### config.mk
export PLATFORM = sky130hd
export DESIGN_NAME = wishbone2ram_lat_bridge
export DESIGN_NICKNAME = d
export VERILOG_FILES = /design/src/rtl/wishbone2ram_lat_bridge_pkg.sv /design/src/rtl/wishbone2ram_lat_bridge_addr_window_check.sv /design/src/rtl/wishbone2ram_lat_bridge.sv
export SDC_FILE = /design/constraint.sdc
export NUM_CORES = 1
export LEC_CHECK = 0
export ABC_AREA = 1
export BUFFER_PORTS_ARGS = -buffer_cell sky130_fd_sc_hd__buf_2
export CAP_MARGIN = 15
export CORE_MARGIN = 5
export CORE_UTILIZATION = 50
export DETAILED_ROUTE_END_ITERATION = 6
export PLACE_DENSITY = 0.85
export SLEW_MARGIN = 20
export SYNTH_ARGS = -nofsm -noshare
export SYNTH_HDL_FRONTEND = slang
export SYNTH_HIERARCHICAL = 1
export SYNTH_SLANG_ARGS = --single-unit
### constraint.sdc
create_clock -name clk -period 3.48 [get_ports clk]
set_input_delay 0 -clock clk [delete_from_list [all_inputs] [get_ports clk]]
set_output_delay 0 -clock clk [all_outputs]
set_load 0.005 [all_outputs]
### src/rtl/wishbone2ram_lat_bridge_pkg.sv
// Shared types and constants for the Wishbone to latency-RAM bridge.
// FSM state encoding, RAM control levels and latency counter helpers.
package wishbone2ram_lat_bridge_pkg;

    typedef enum logic [2:0] {
        ST_IDLE  = 3'd0,
        ST_ISSUE = 3'd1,
        ST_WAIT  = 3'd2,
        ST_ACK   = 3'd3,
        ST_ERR   = 3'd4
    } state_t;

    localparam logic CHIP_ENABLE   = 1'b1;
    localparam logic CHIP_DISABLE  = 1'b0;
    localparam logic WRITE_ENABLE  = 1'b1;
    localparam logic WRITE_DISABLE = 1'b0;

    localparam int LAT_CNT_W = 2;

    // Counter preload so the last WAIT cycle sees zero.
    function automatic logic [LAT_CNT_W-1:0] lat_init(
        input int lat
    );
        return LAT_CNT_W'(lat - 1);
    endfunction

endpackage

### src/rtl/wishbone2ram_lat_bridge_addr_window_check.sv
// Address window decoder: in-range flag and base-relative address.
// Ports: addr (byte address) -> in_range, offset (addr - BASE_ADDR).
module wb_addr_window_check #(
    parameter int                    ADDR_WIDTH = 32,
    parameter logic [ADDR_WIDTH-1:0] BASE_ADDR  = '0,
    parameter logic [ADDR_WIDTH-1:0] SIZE_BYTES =
        ADDR_WIDTH'(32'h0002_0000)
) (
    input  logic [ADDR_WIDTH-1:0] addr,
    output logic                  in_range,
    output logic [ADDR_WIDTH-1:0] offset
);

    // One extra bit keeps BASE+SIZE from wrapping.
    localparam logic [ADDR_WIDTH:0] LO = {1'b0, BASE_ADDR};
    localparam logic [ADDR_WIDTH:0] HI = LO + {1'b0, SIZE_BYTES};

    logic [ADDR_WIDTH:0] addr_x;

    assign addr_x   = {1'b0, addr};
    assign in_range = (addr_x >= LO) && (addr_x < HI);
    assign offset   = addr - BASE_ADDR;

endmodule

### src/rtl/wishbone2ram_lat_bridge.sv
// Wishbone classic slave to synchronous single-port RAM with read latency.
// Ports: wishbone_* slave side, ram_* registered RAM side, busy_o status.
module wishbone2ram_lat_bridge
    import wishbone2ram_lat_bridge_pkg::*;
#(
    parameter int                    ADDR_WIDTH = 32,
    parameter int                    DATA_WIDTH = 32,
    parameter int                    SEL_WIDTH  = DATA_WIDTH / 8,
    parameter int                    RD_LATENCY = 1,
    parameter int                    REG_RDATA  = 1,
    parameter logic [ADDR_WIDTH-1:0] BASE_ADDR  = '0,
    parameter logic [ADDR_WIDTH-1:0] SIZE_BYTES =
        ADDR_WIDTH'(32'h0002_0000)
) (
    input  logic                  clk,
    input  logic                  rst_n,
    input  logic                  wishbone_cyc_i,
    input  logic                  wishbone_stb_i,
    input  logic                  wishbone_we_i,
    input  logic [ADDR_WIDTH-1:0] wishbone_addr_i,
    input  logic [DATA_WIDTH-1:0] wishbone_data_i,
    input  logic [SEL_WIDTH-1:0]  wishbone_sel_i,
    output logic [DATA_WIDTH-1:0] wishbone_data_o,
    output logic                  wishbone_ack_o,
    output logic                  wishbone_err_o,
    output logic                  ram_ce_o,
    output logic                  ram_we_o,
    output logic [ADDR_WIDTH-1:0] ram_addr_o,
    output logic [DATA_WIDTH-1:0] ram_data_o,
    output logic [SEL_WIDTH-1:0]  ram_sel_o,
    input  logic [DATA_WIDTH-1:0] ram_data_i,
    output logic                  busy_o
);

    if (RD_LATENCY < 1 || RD_LATENCY > 4) begin : g_bad_lat
        $error("RD_LATENCY must be within 1..4");
    end

    if (DATA_WIDTH % 8 != 0) begin : g_bad_dw
        $error("DATA_WIDTH must be a multiple of 8");
    end

    if (SIZE_BYTES == '0) begin : g_bad_size
        $error("SIZE_BYTES must be greater than 0");
    end

    localparam bit REG = (REG_RDATA != 0);
    localparam logic [LAT_CNT_W-1:0] LAT0 =
        lat_init(RD_LATENCY);

    state_t                  state;
    state_t                  state_nx;
    logic                    ce_q;
    logic                    ce_nx;
    logic                    we_q;
    logic                    we_nx;
    logic [ADDR_WIDTH-1:0]   addr_q;
    logic [ADDR_WIDTH-1:0]   addr_nx;
    logic [DATA_WIDTH-1:0]   wdat_q;
    logic [DATA_WIDTH-1:0]   wdat_nx;
    logic [SEL_WIDTH-1:0]    sel_q;
    logic [SEL_WIDTH-1:0]    sel_nx;
    logic [DATA_WIDTH-1:0]   rdata_q;
    logic [DATA_WIDTH-1:0]   rdata_nx;
    logic [LAT_CNT_W-1:0]    lat_cnt;
    logic [LAT_CNT_W-1:0]    lat_nx;

    logic                    in_range;
    logic [ADDR_WIDTH-1:0]   offset;
    logic                    req;
    logic                    data_valid;

    wb_addr_window_check #(
        .ADDR_WIDTH (ADDR_WIDTH),
        .BASE_ADDR  (BASE_ADDR),
        .SIZE_BYTES (SIZE_BYTES)
    ) u_window (
        .addr     (wishbone_addr_i),
        .in_range (in_range),
        .offset   (offset)
    );

    assign req        = wishbone_cyc_i && wishbone_stb_i;
    assign data_valid = (state == ST_WAIT) && (lat_cnt == '0);

    always_ff @(posedge clk or negedge rst_n) begin
        if (!rst_n) begin
            state   <= ST_IDLE;
            ce_q    <= CHIP_DISABLE;
            we_q    <= WRITE_DISABLE;
            addr_q  <= '0;
            wdat_q  <= '0;
            sel_q   <= '0;
            rdata_q <= '0;
            lat_cnt <= '0;
        end else begin
            state   <= state_nx;
            ce_q    <= ce_nx;
            we_q    <= we_nx;
            addr_q  <= addr_nx;
            wdat_q  <= wdat_nx;
            sel_q   <= sel_nx;
            rdata_q <= rdata_nx;
            lat_cnt <= lat_nx;
        end
    end

    // cyc_i only gates ack/err; the walk back to IDLE never
    // shortens, so an issued RAM op always finishes cleanly.
    always_comb begin
        state_nx = state;
        ce_nx    = ce_q;
        we_nx    = we_q;
        addr_nx  = addr_q;
        wdat_nx  = wdat_q;
        sel_nx   = sel_q;
        rdata_nx = rdata_q;
        lat_nx   = lat_cnt;
        unique case (state)
            ST_IDLE: begin
                if (req) begin
                    if (in_range) begin
                        state_nx = ST_ISSUE;
                        ce_nx    = CHIP_ENABLE;
                        we_nx    = wishbone_we_i;
                        addr_nx  = offset;
                        wdat_nx  = wishbone_data_i;
                        sel_nx   = wishbone_sel_i;
                    end else begin
                        state_nx = ST_ERR;
                    end
                end
            end
            ST_ISSUE: begin
                ce_nx = CHIP_DISABLE;
                we_nx = WRITE_DISABLE;
                if (we_q) begin
                    state_nx = ST_ACK;
                end else begin
                    lat_nx   = LAT0;
                    state_nx = ST_WAIT;
                end
            end
            ST_WAIT: begin
                if (lat_cnt == '0) begin
                    if (REG) begin
                        rdata_nx = ram_data_i;
                        state_nx = ST_ACK;
                    end else begin
                        state_nx = ST_IDLE;
                    end
                end else begin
                    lat_nx = lat_cnt - 1'b1;
                end
            end
            ST_ACK:  state_nx = ST_IDLE;
            ST_ERR:  state_nx = ST_IDLE;
            default: state_nx = ST_IDLE;
        endcase
    end

    assign wishbone_ack_o = wishbone_cyc_i &&
        ((state == ST_ACK) || (!REG && data_valid));
    assign wishbone_err_o  = wishbone_cyc_i && (state == ST_ERR);
    assign wishbone_data_o = REG ? rdata_q : ram_data_i;
    assign busy_o          = (state != ST_IDLE);

    assign ram_ce_o   = ce_q;
    assign ram_we_o   = we_q;
    assign ram_addr_o = addr_q;
    assign ram_data_o = wdat_q;
    assign ram_sel_o  = sel_q;

endmodule
==> results.md, run 1 <==
- The run finished with clean final reports.
- Clock-pin slew was measured on the worst setup and hold paths at 0.10 ns.
- Synthesis inferred about 110 register bits.
- Of all flip-flops after synthesis, the portion carrying an async set or reset was 1.00.
- The path type of the worst setup path is in -> reg.
- The CTS buffer count is 9.
- The wire length per cell is approximately 15 um.
- The Yosys step of the flow raised 6 warnings.
- For this design the ratio of total power to cell area is ~340 mW/mm2.
- The fraction of layout cells with a size suffix above 1 is 0.284.
- The routed layout has ~4400 vias.
- The initial antenna violation count came to 0.
- The worst slew margin relative to its limit is 0.366.
- When the netlist entered floorplanning its net count stood at 640.
- CTS placed an instance of sky130_fd_sc_hd__clkbuf_8 at the clock tree root.
- In the post-synthesis netlist, the biggest area contributors are sky130_fd_sc_hd__dfrtp_1 (60%), sky130_fd_sc_hd__nand2_1 (27%), sky130_fd_sc_hd__buf_4 (5.6%).
- Setup repair after global routing left no endpoint under its margin.
- Across the run, the number of max-cap violations was 0.
- The biggest fanout along the worst timing path is slightly below 70.
- Once placement finished, the instance area stood at about 0.0053 mm2.
- The number of gates resized after cts is 0.
- TritonCTS built the clock tree.
- In this run the worst hold path is classified as in -> reg.
- For this block, wires on met1 add up to between 5000 and 6000 um.
- The initial standard-cell utilization of the core is 0.512.
- The average vias per placed instance is approximately 4.8.
- VDD sags by at most roughly 0.00020 V.
- The layout overhead on the synthesized area is 46.6%.
- The leakage dissipation is between 0.003 and 0.004 uW.
- The count of distinct cell types in the synthesized netlist is 16.
- Detailed routing placed a total of about 730 um of wire on met3.
- The area of the core region is 0.00872 mm2.
- Dividing the synthesized area by the synthesized cell count gives around 8.4 um2.
- The synthesized instance count is 534.
- After detailed routing, the number of remaining DRC violations is 0.
- The area of all placed cells without fillers is around 0.0065 mm2.
- The wire length on met2 is 7120 um.
- The tree built by TritonCTS fans out to ~110 sinks.
- The number of buffers on the longest clock path is 2.
- Of the available clock period, the critical path in the final layout requires 0.700.
- By count the netlist is led by sky130_fd_sc_hd__nand2_1 (326), sky130_fd_sc_hd__dfrtp_1 (107), sky130_fd_sc_hd__buf_4 (33).
- Buffers inserted to repair hold after CTS numbered 102.
- Setup violations remaining at the end of the flow were counted as 0.
- The signal on the critical path passes through dlygate4sd3_1 -> buf_2 -> inv_1 -> nand2_1 -> nor2_1 -> nand2_1 -> nor2_1 -> inv_1 -> nor3_4 -> clkinv_2 -> nand2_1 -> nand2_1.
- The largest total area in the synthesized netlist belongs to sky130_fd_sc_hd__dfrtp_1.
- For the finished layout, the period the worst path requires is roughly 2.4 ns.
- The number of diodes added for antenna fixing is 0.
- The remaining number of nets flagged by the antenna check after routing is 0.
- After filler insertion, the fill cell instance count of the layout stands at approximately 580.
- Data on the critical path arrives at its endpoint at between 2 and 3 ns.
- At the end of routability-driven placement, the weighted congestion stood at around 0.74.
- At the pin with the least slew margin, the transition time is approximately 0.95 ns.
- The area share of the largest cell type after synthesis is 0.600.
- The share of synthesized area occupied by flip-flops and latches is 0.600.
- The total overflow left after global routing is 0.
- The highest-delay cell along the critical path is sky130_fd_sc_hd__clkinv_2.
- The critical path data required time is ~3.7 ns.
- In the final design database the tool counted between 900 and 1000 nets.
- Row generation in the floorplan step produced 34 rows.
- The top routing layer in use is met4.
- The clock tree synthesis step divided the H-tree into 3 levels.
- The number of global-route vias before repair is 4695.
- The number of enable-type register cells in the synthesized netlist is 0.
- The cell repeated most along the worst path is sky130_fd_sc_hd__nand2_1.
- The total wirelength of the detailed-routed design is between 10000 and 15000 um.
- The first-pass GRT wire length is between 20000 and 25000 um.
- The primary flip-flop cell chosen by synthesis mapping is sky130_fd_sc_hd__dfrtp_1.
- The hold violation count in the final report was 0.
- The largest incremental delay on the critical path is 0.74 ns.
- In this design, the largest share of critical-path delay is due to buffers and inverters.
- Setup total negative slack on the finished layout was measured at 0 ns.
- The clock insertion delay at the later pin of the skew report is ~0.35 ns.
- The HPWL after detailed placement is 8090 um.
- The number of port buffers is between 200 and 250.
- The number of pins exceeding their max-slew limit in the final report came to 0.
- For this run, the total global-route usage over all layers was measured as 0.250.
- The number of top-level design ports is 210.
- From left edge to right edge, the die measures 104 um.
- Counting both buffers and inverters, the worst setup path holds a total of 5.
- The most frequent cell after synthesis is sky130_fd_sc_hd__nand2_1.
- Across the routed clock network, the largest skew measured is about 0.011 ns.
- The type of element capturing the critical path is a flop.
- The maximum number of pins on one net before global-route repair is 70.
- The worst setup path is launched from an input pin.
- The cell area after synthesis is 0.00446 mm2.
- The number of iterations in the first detailed-routing pass is 4.
- The DRC marker count from the first detailed-route iteration is 210.
- The floorplan step defined a die boundary enclosing about 0.011 mm2.
- The floorplan step set the die height to between 100 and 150 um.
- The highest achievable clock rate is between 400 and 500 MHz.
- The total setup buffers inserted after CTS is 0.
-- where the power goes --
part           switching [uW]  internal (uW)  leakage [uW]
clock network             413            284     0.0000859
logic                     109            142       0.00240
registers                7.11           1250       0.00133
total                     529           1680       0.00381
-- routing by layer --
metal,GRT usage,vias to the layer above
li1,-,2101
met1,0.291,2060
met2,0.440,190
met3,0.0410,48
met4,0.126,0
met5,0,-
-- worst paths after layout --
| path | from | end | slack, ns | cells past startpoint |
|---|---|---|---|---|
| min in group asynchronous | rst_n | ram_data_o[10] | 0.17 | 2 |
| setup reg to reg | state[1] | ram_addr_o[5] | 1.22 | 6 |
| hold reg to reg | ram_data_o[11] | ram_data_o[11] | 0.47 | 2 |
| max in group asynchronous | rst_n | ram_addr_o[1] | 2.42 | 3 |
| setup / recovery | wishbone_addr_i[19] | ram_addr_o[5] | 1.05 | 12 |
| hold / removal | wishbone_stb_i | ram_we_o | 0.14 | 6 |
-- final cells by class --
class / instances / area, um2 / share of cell area
Clock buffer: 11 / 141 / 0.0216
Clock inverter: 5 / 37.5 / 0.00574
Inverter: 24 / 91.3 / 0.0140
Multi-Input combinational cell: 351 / 1360 / 0.208
Sequential cell: 107 / 2680 / 0.409
Tap cell: 108 / 135 / 0.0207
Timing Repair Buffer: 315 / 2100 / 0.321
-- registers in the layout, summed over array words and instances (netlist names) --
signal and count:
ram_data_o 32, ram_sel_o 4, ram_addr_o 32, lat_cnt 2
wishbone_data_o 32, ram_we_o 1, state 3, ram_ce_o 1
-- worst reg2reg max path, delay by kind of cell (launching register included) --
kind / cells / cell delay (ns)
flip-flops: 1 / 0.44
AND/OR/NAND/NOR: 5 / 0.98
buffers and inverters: 1 / 0.74
-- placed cells by master (no fill, tap or decap), drive strengths merged --
cell	instances
ha	1
nor4	1
clkinvlp	2
dlygate4sd3	102
nand2	326
clkinv	3
inv	24
buf	213
dfrtp	107
o21ai	2
clkbuf	11
nor3	1
nand3	4
nand4	3
nor2	13
-- cells by family (layout without fill, tap and decap cells) --
kind of cell,Yosys count,count (layout),synth area share
buffers and inverters,76,355,0.0953
adders and majority gates,1,1,0.00280
DFF,107,107,0.600
AOI/OAI and AO/OA,2,2,0.00224
and+or+nand+nor,348,348,0.299
-- stage by stage --
stage	hold WS [ns]	total power [uW]	worst slack, ns	instances	utilization
2_1_floorplan	-0.296	1360	2.00	534	-
3_3_place_gp	0.0185	1440	1.62	803	0.612
3_5_place_dp	0.0267	1440	1.52	803	0.612
4_1_cts	0.116	2230	1.49	921	0.750
5_1_grt	0.174	2310	0.863	921	0.750
6_report	0.144	2210	1.05	921	0.750
Power figures use the tool's default switching activity.
==> run 2, diff against run 1 <==
--- a/config.mk
+++ b/config.mk
@@ -5,13 +5,13 @@
 export SDC_FILE = /design/constraint.sdc
 export NUM_CORES = 1
 export LEC_CHECK = 0
-export ABC_AREA = 1
+export ABC_AREA = 0
 export BUFFER_PORTS_ARGS = -buffer_cell sky130_fd_sc_hd__buf_2
 export CAP_MARGIN = 15
 export CORE_MARGIN = 5
-export CORE_UTILIZATION = 50
+export CORE_UTILIZATION = 42
 export DETAILED_ROUTE_END_ITERATION = 6
-export PLACE_DENSITY = 0.85
+export PLACE_DENSITY = 0.76
 export SLEW_MARGIN = 20
 export SYNTH_ARGS = -nofsm -noshare
 export SYNTH_HDL_FRONTEND = slang
==> constraint.sdc (replaced) <==
create_clock -name clk -period 2.15 [get_ports clk]
set_input_delay 0 -clock clk [delete_from_list [all_inputs] [get_ports clk]]
set_output_delay 0 -clock clk [all_outputs]
set_load 0.005 [all_outputs]
==> run 2 against run 1 <==
  * Total power up 150%
  * Combinational power increased to 6.2 times the previous value
  * Setup slack got worse by 0.96 ns
  * Largest cell class unchanged
  * Cell count is 22% lower
  * Wire length decreased by 11%
  * Critical path type unchanged
  * Count of clock-buffer cells in the layout is 1 lower
  * Utilization decreased by 10 points
  * Die area is 17% higher
  * Flip-flop and latch count is the same
  * Final area is 2.5% higher
  * Critical path depth down 4
==> results.md, run 2 <==
- The run finished with clean final reports.
- The net count reported at finish is ~680.
- Of all cell types, the one taking the most synthesized area is sky130_fd_sc_hd__dfrtp_1.
- The area of the core region is a little over 0.01 mm2.
- The max-cap violation count is 0.
- The instance area at placement is about 0.0054 mm2.
- The leading cell type in the layout, fill and taps excluded is sky130_fd_sc_hd__buf_2.
- The type of element capturing the critical path is a flop.
- The average instance in the mapped netlist occupies ~15 um2.
- For the pin with the worst max-slew slack, the measured transition is between 0.4 and 0.5 ns.
- The logic depth of the worst register-to-register path is 6.
- Detailed routing inserted a total of 3415 vias.
- The detailed router finished its first iteration with 100 violations.
- Power comes to ~5500 uW.
- The final cycle utilization of the critical path is 0.959.
- The number of global-route vias before repair came to ~3900.
- Of the post-synthesis cell area, the dominant cell type holds 0.604.
- Of the total power, the clock network draws 0.255.
- The worst register-to-register path ends at wishbone_data_o[19].
- The power per cell area is 822 mW/mm2.
- The tree built by TritonCTS fans out to about 110 sinks.
- The sequential share of power is 0.463.
- The number of diodes added for antenna fixing is 0.
- The critical path data required time is 2.39 ns.
- The routability-driven placement congestion ratio is around 0.9.
- Yosys printed 6 warnings.
- In the layout the commonest cells are sky130_fd_sc_hd__buf_2 (208), sky130_fd_sc_hd__dfrtp_1 (107), sky130_fd_sc_hd__dlygate4sd3_1 (104).
- After detailed routing, the average wire length per cell comes to roughly 17 um.
- In this run the tightest slew margin relative to its limit is 0.715.
- When the netlist entered floorplanning its net count stood at approximately 400.
- The HPWL after detailed placement is ~7600 um.
- The path type of the worst setup path is in -> reg.
- Of the total power, the share spent switching nets is 0.280.
- The sum of negative setup slack is 0 ns.
- The fraction of layout cells with a size suffix above 1 is 0.574.
- The overall routing resource usage is 0.192.
- The area of all placed cells without fillers is ~0.0067 mm2.
- The total wirelength of the detailed-routed design is around 12000 um.
- The primary flip-flop cell chosen by synthesis mapping is sky130_fd_sc_hd__dfrtp_1.
- The clock passes through at most 2 buffers.
- Once detail routing completed, the nets flagged for antenna violations numbered 0.
- The share of synthesized area occupied by flip-flops and latches is 0.604.
- The setup slack of the worst register-to-register path is roughly 0.47 ns.
- Sorting the synthesized cells by how often they occur yields sky130_fd_sc_hd__dfrtp_1 (107), sky130_fd_sc_hd__mux2_2 (89), sky130_fd_sc_hd__buf_4 (40).
- Counting flops and latches in the post-synthesis netlist gives 107.
- The cell row count is 37.
- Of the total power, combinational logic draws 0.282.
- The worst endpoint data arrival time is 2.30 ns.
- The count of distinct cell types in the synthesized netlist is 31.
- Pin placement for this block handled 210 I/O pins.
- The die covers 0.0127 mm2.
- Entering global routing, the biggest net connects between 60 and 70 pins.
- For this configuration, the core starts out at a cell density of 0.430.
- Summed over all cells, the static leakage comes to between 0.003 and 0.004 uW.
- Setup violations remaining at the end of the flow were counted as 0.
- The clock insertion delay at the later pin of the skew report is about 0.35 ns.
- The maximum vdd drop is 0.000567 V.
- The pre-antenna-repair detailed-routing pass consisted of 4 iterations.
- The most frequent cell after synthesis is sky130_fd_sc_hd__dfrtp_1.
- The cell at the root of the clock tree is sky130_fd_sc_hd__clkbuf_8.
- From bottom edge to top edge, the die measures between 100 and 150 um.
- After the flow finishes, the layout carries non-filler instances totaling between 700 and 800.
- The internal power is 3970 uW.
- Yosys mapped a number of flops with a built-in enable equal to 0.
- Including well taps, the total number of placed cells is just under 600.
- The CTS buffer count is 9.
- Dividing the detail-routed via count by the number of cells gives 4.76.
- The die span in x is approximately 110 um.
- After synthesis, the cell types taking the most area are sky130_fd_sc_hd__dfrtp_1 (60%), sky130_fd_sc_hd__mux2_2 (23%), sky130_fd_sc_hd__buf_4 (6.8%).
- The number of port buffers is 209.
- The area growth from synthesis to layout is 51.2%.
- The cell area after synthesis is roughly 0.0044 mm2.
- Summed over all nets, the switching power comes to 1540 uW.
- The H-tree depth is 3.
- The path class of the lowest-slack min-delay path is in -> async.
- The clock tree from TritonCTS is done.
- The post-layout minimum cycle time is roughly 2.1 ns.
- The most critical setup path has its endpoint at ram_addr_o[8].
- After clock tree synthesis, the clock-pin slew on the worst setup and hold paths is 0.10 ns.
- Tracing the worst setup path back leads to its startpoint at wishbone_addr_i[26].
- In the routed design, unresolved DRC markers number 0.
- The biggest fanout along the worst timing path is 29.
- The initial antenna violation count came to 0.
- Based on the critical path, the design can be clocked at up to between 400 and 500 MHz.
- The worst register-to-register path begins at lat_cnt[0].
- Setup repair after global routing left no endpoint under its margin.
- The number of pins exceeding their max-slew limit in the final report was 0.
- Counting every instance in the synthesized netlist gives approximately 290.
- The kind of launch point of the worst setup path is an input pin.
- The clock arrives with around 0.0083 ns of skew.
- The total overflow left after global routing is 0.
- The total setup buffers inserted after CTS is 0.
- The first-pass GRT wire length is between 15000 and 20000 um.
- The post-synthesis async set-or-reset flop share is 1.00.
- The hold violation count in the final report came to 0.
-- run 2: cell count changes after synthesis, moves of 9 or more --
cell	change
sky130_fd_sc_hd__clkbuf_1	-10
sky130_fd_sc_hd__mux2_2	+89
sky130_fd_sc_hd__nand2_1	-324
sky130_fd_sc_hd__mux2_4	+9
sky130_fd_sc_hd__inv_1	-19
-- run 2: timing repair --
item	4_1_cts	5_1_grt
endpoints found under the setup margin	0	59
endpoints found under the hold margin	209	0
hold buffers	104	0
gates resized for setup	0	1
-- run 2: through the flow --
stage               hold WS (ns)  utilization  worst slack, ns
finish                    0.0653        0.649           0.0877
global route              0.0545        0.649           0.0212
CTS                       0.0307        0.646           0.0700
detailed placement        -0.133        0.523            0.222
global placement          -0.135        0.523            0.266
floorplan                 -0.296            -            0.536
-- run 2: final cells by class --
type | instances | area, um2
Inverter | 4 | 15.0
Multi-Input combinational cell | 134 | 1400
Tap cell | 136 | 170
Clock inverter | 6 | 95.1
Sequential cell | 107 | 2680
Clock buffer | 10 | 138
Fill cell | 707 | 3620
Timing Repair Buffer | 321 | 2210
-- run 2: metal layers --
metal	share of wire	vias to the layer above	track usage
met3	0.079	22	0.0610
met2	0.52	155	0.347
met5	0	-	0
met4	0.022	0	0.0593
li1	-	1555	-
met1	0.38	1683	0.215
-- run 2: cells by family (layout without fill, tap and decap cells) --
| family | Yosys count | count (layout) | synth area share |
|---|---|---|---|
| and+or+nand+nor | 22 | 22 | 0.0305 |
| muxes | 102 | 102 | 0.266 |
| adders and majority gates | 1 | 1 | 0.00282 |
| DFF | 107 | 107 | 0.604 |
| buffers and inverters | 50 | 341 | 0.0826 |
| AOI/OAI and AO/OA | 8 | 8 | 0.0124 |
| xor gates and xnor gates | 1 | 1 | 0.00197 |
-- run 2: worst min path at each step --
stage | start | to | slack (ns) | cells past startpoint
3_3_place_gp | rst_n | ram_addr_o[16] | -0.13 | 1
3_5_place_dp | rst_n | ram_addr_o[17] | -0.13 | 1
2_1_floorplan | rst_n | lat_cnt[0] | -0.30 | 0
5_1_grt | rst_n | ram_data_o[31] | 0.05 | 2
6_report | rst_n | ram_addr_o[16] | 0.07 | 2
4_1_cts | rst_n | ram_addr_o[17] | 0.03 | 2
-- run 2: power by group through the flow --
stage                     sequential (uW)  combinational [uW]  clock, uW
after floorplan                      2590                 773          0
after global placement               2560                1370          0
after detailed placement             2580                1410          0
after CTS                            2550                1560       1470
after global routing                 2600                1710       1520
final                                2550                1550       1400
-- run 2: critical path, stage by stage --
cell and delay, ns:
sky130_fd_sc_hd__dlygate4sd3_1 0.56, sky130_fd_sc_hd__buf_2 0.14, sky130_fd_sc_hd__nor4_1 0.31, sky130_fd_sc_hd__and4_1 0.26
sky130_fd_sc_hd__and4b_4 0.25, sky130_fd_sc_hd__and2_4 0.19, sky130_fd_sc_hd__clkbuf_16 0.23, sky130_fd_sc_hd__mux2_2 0.35
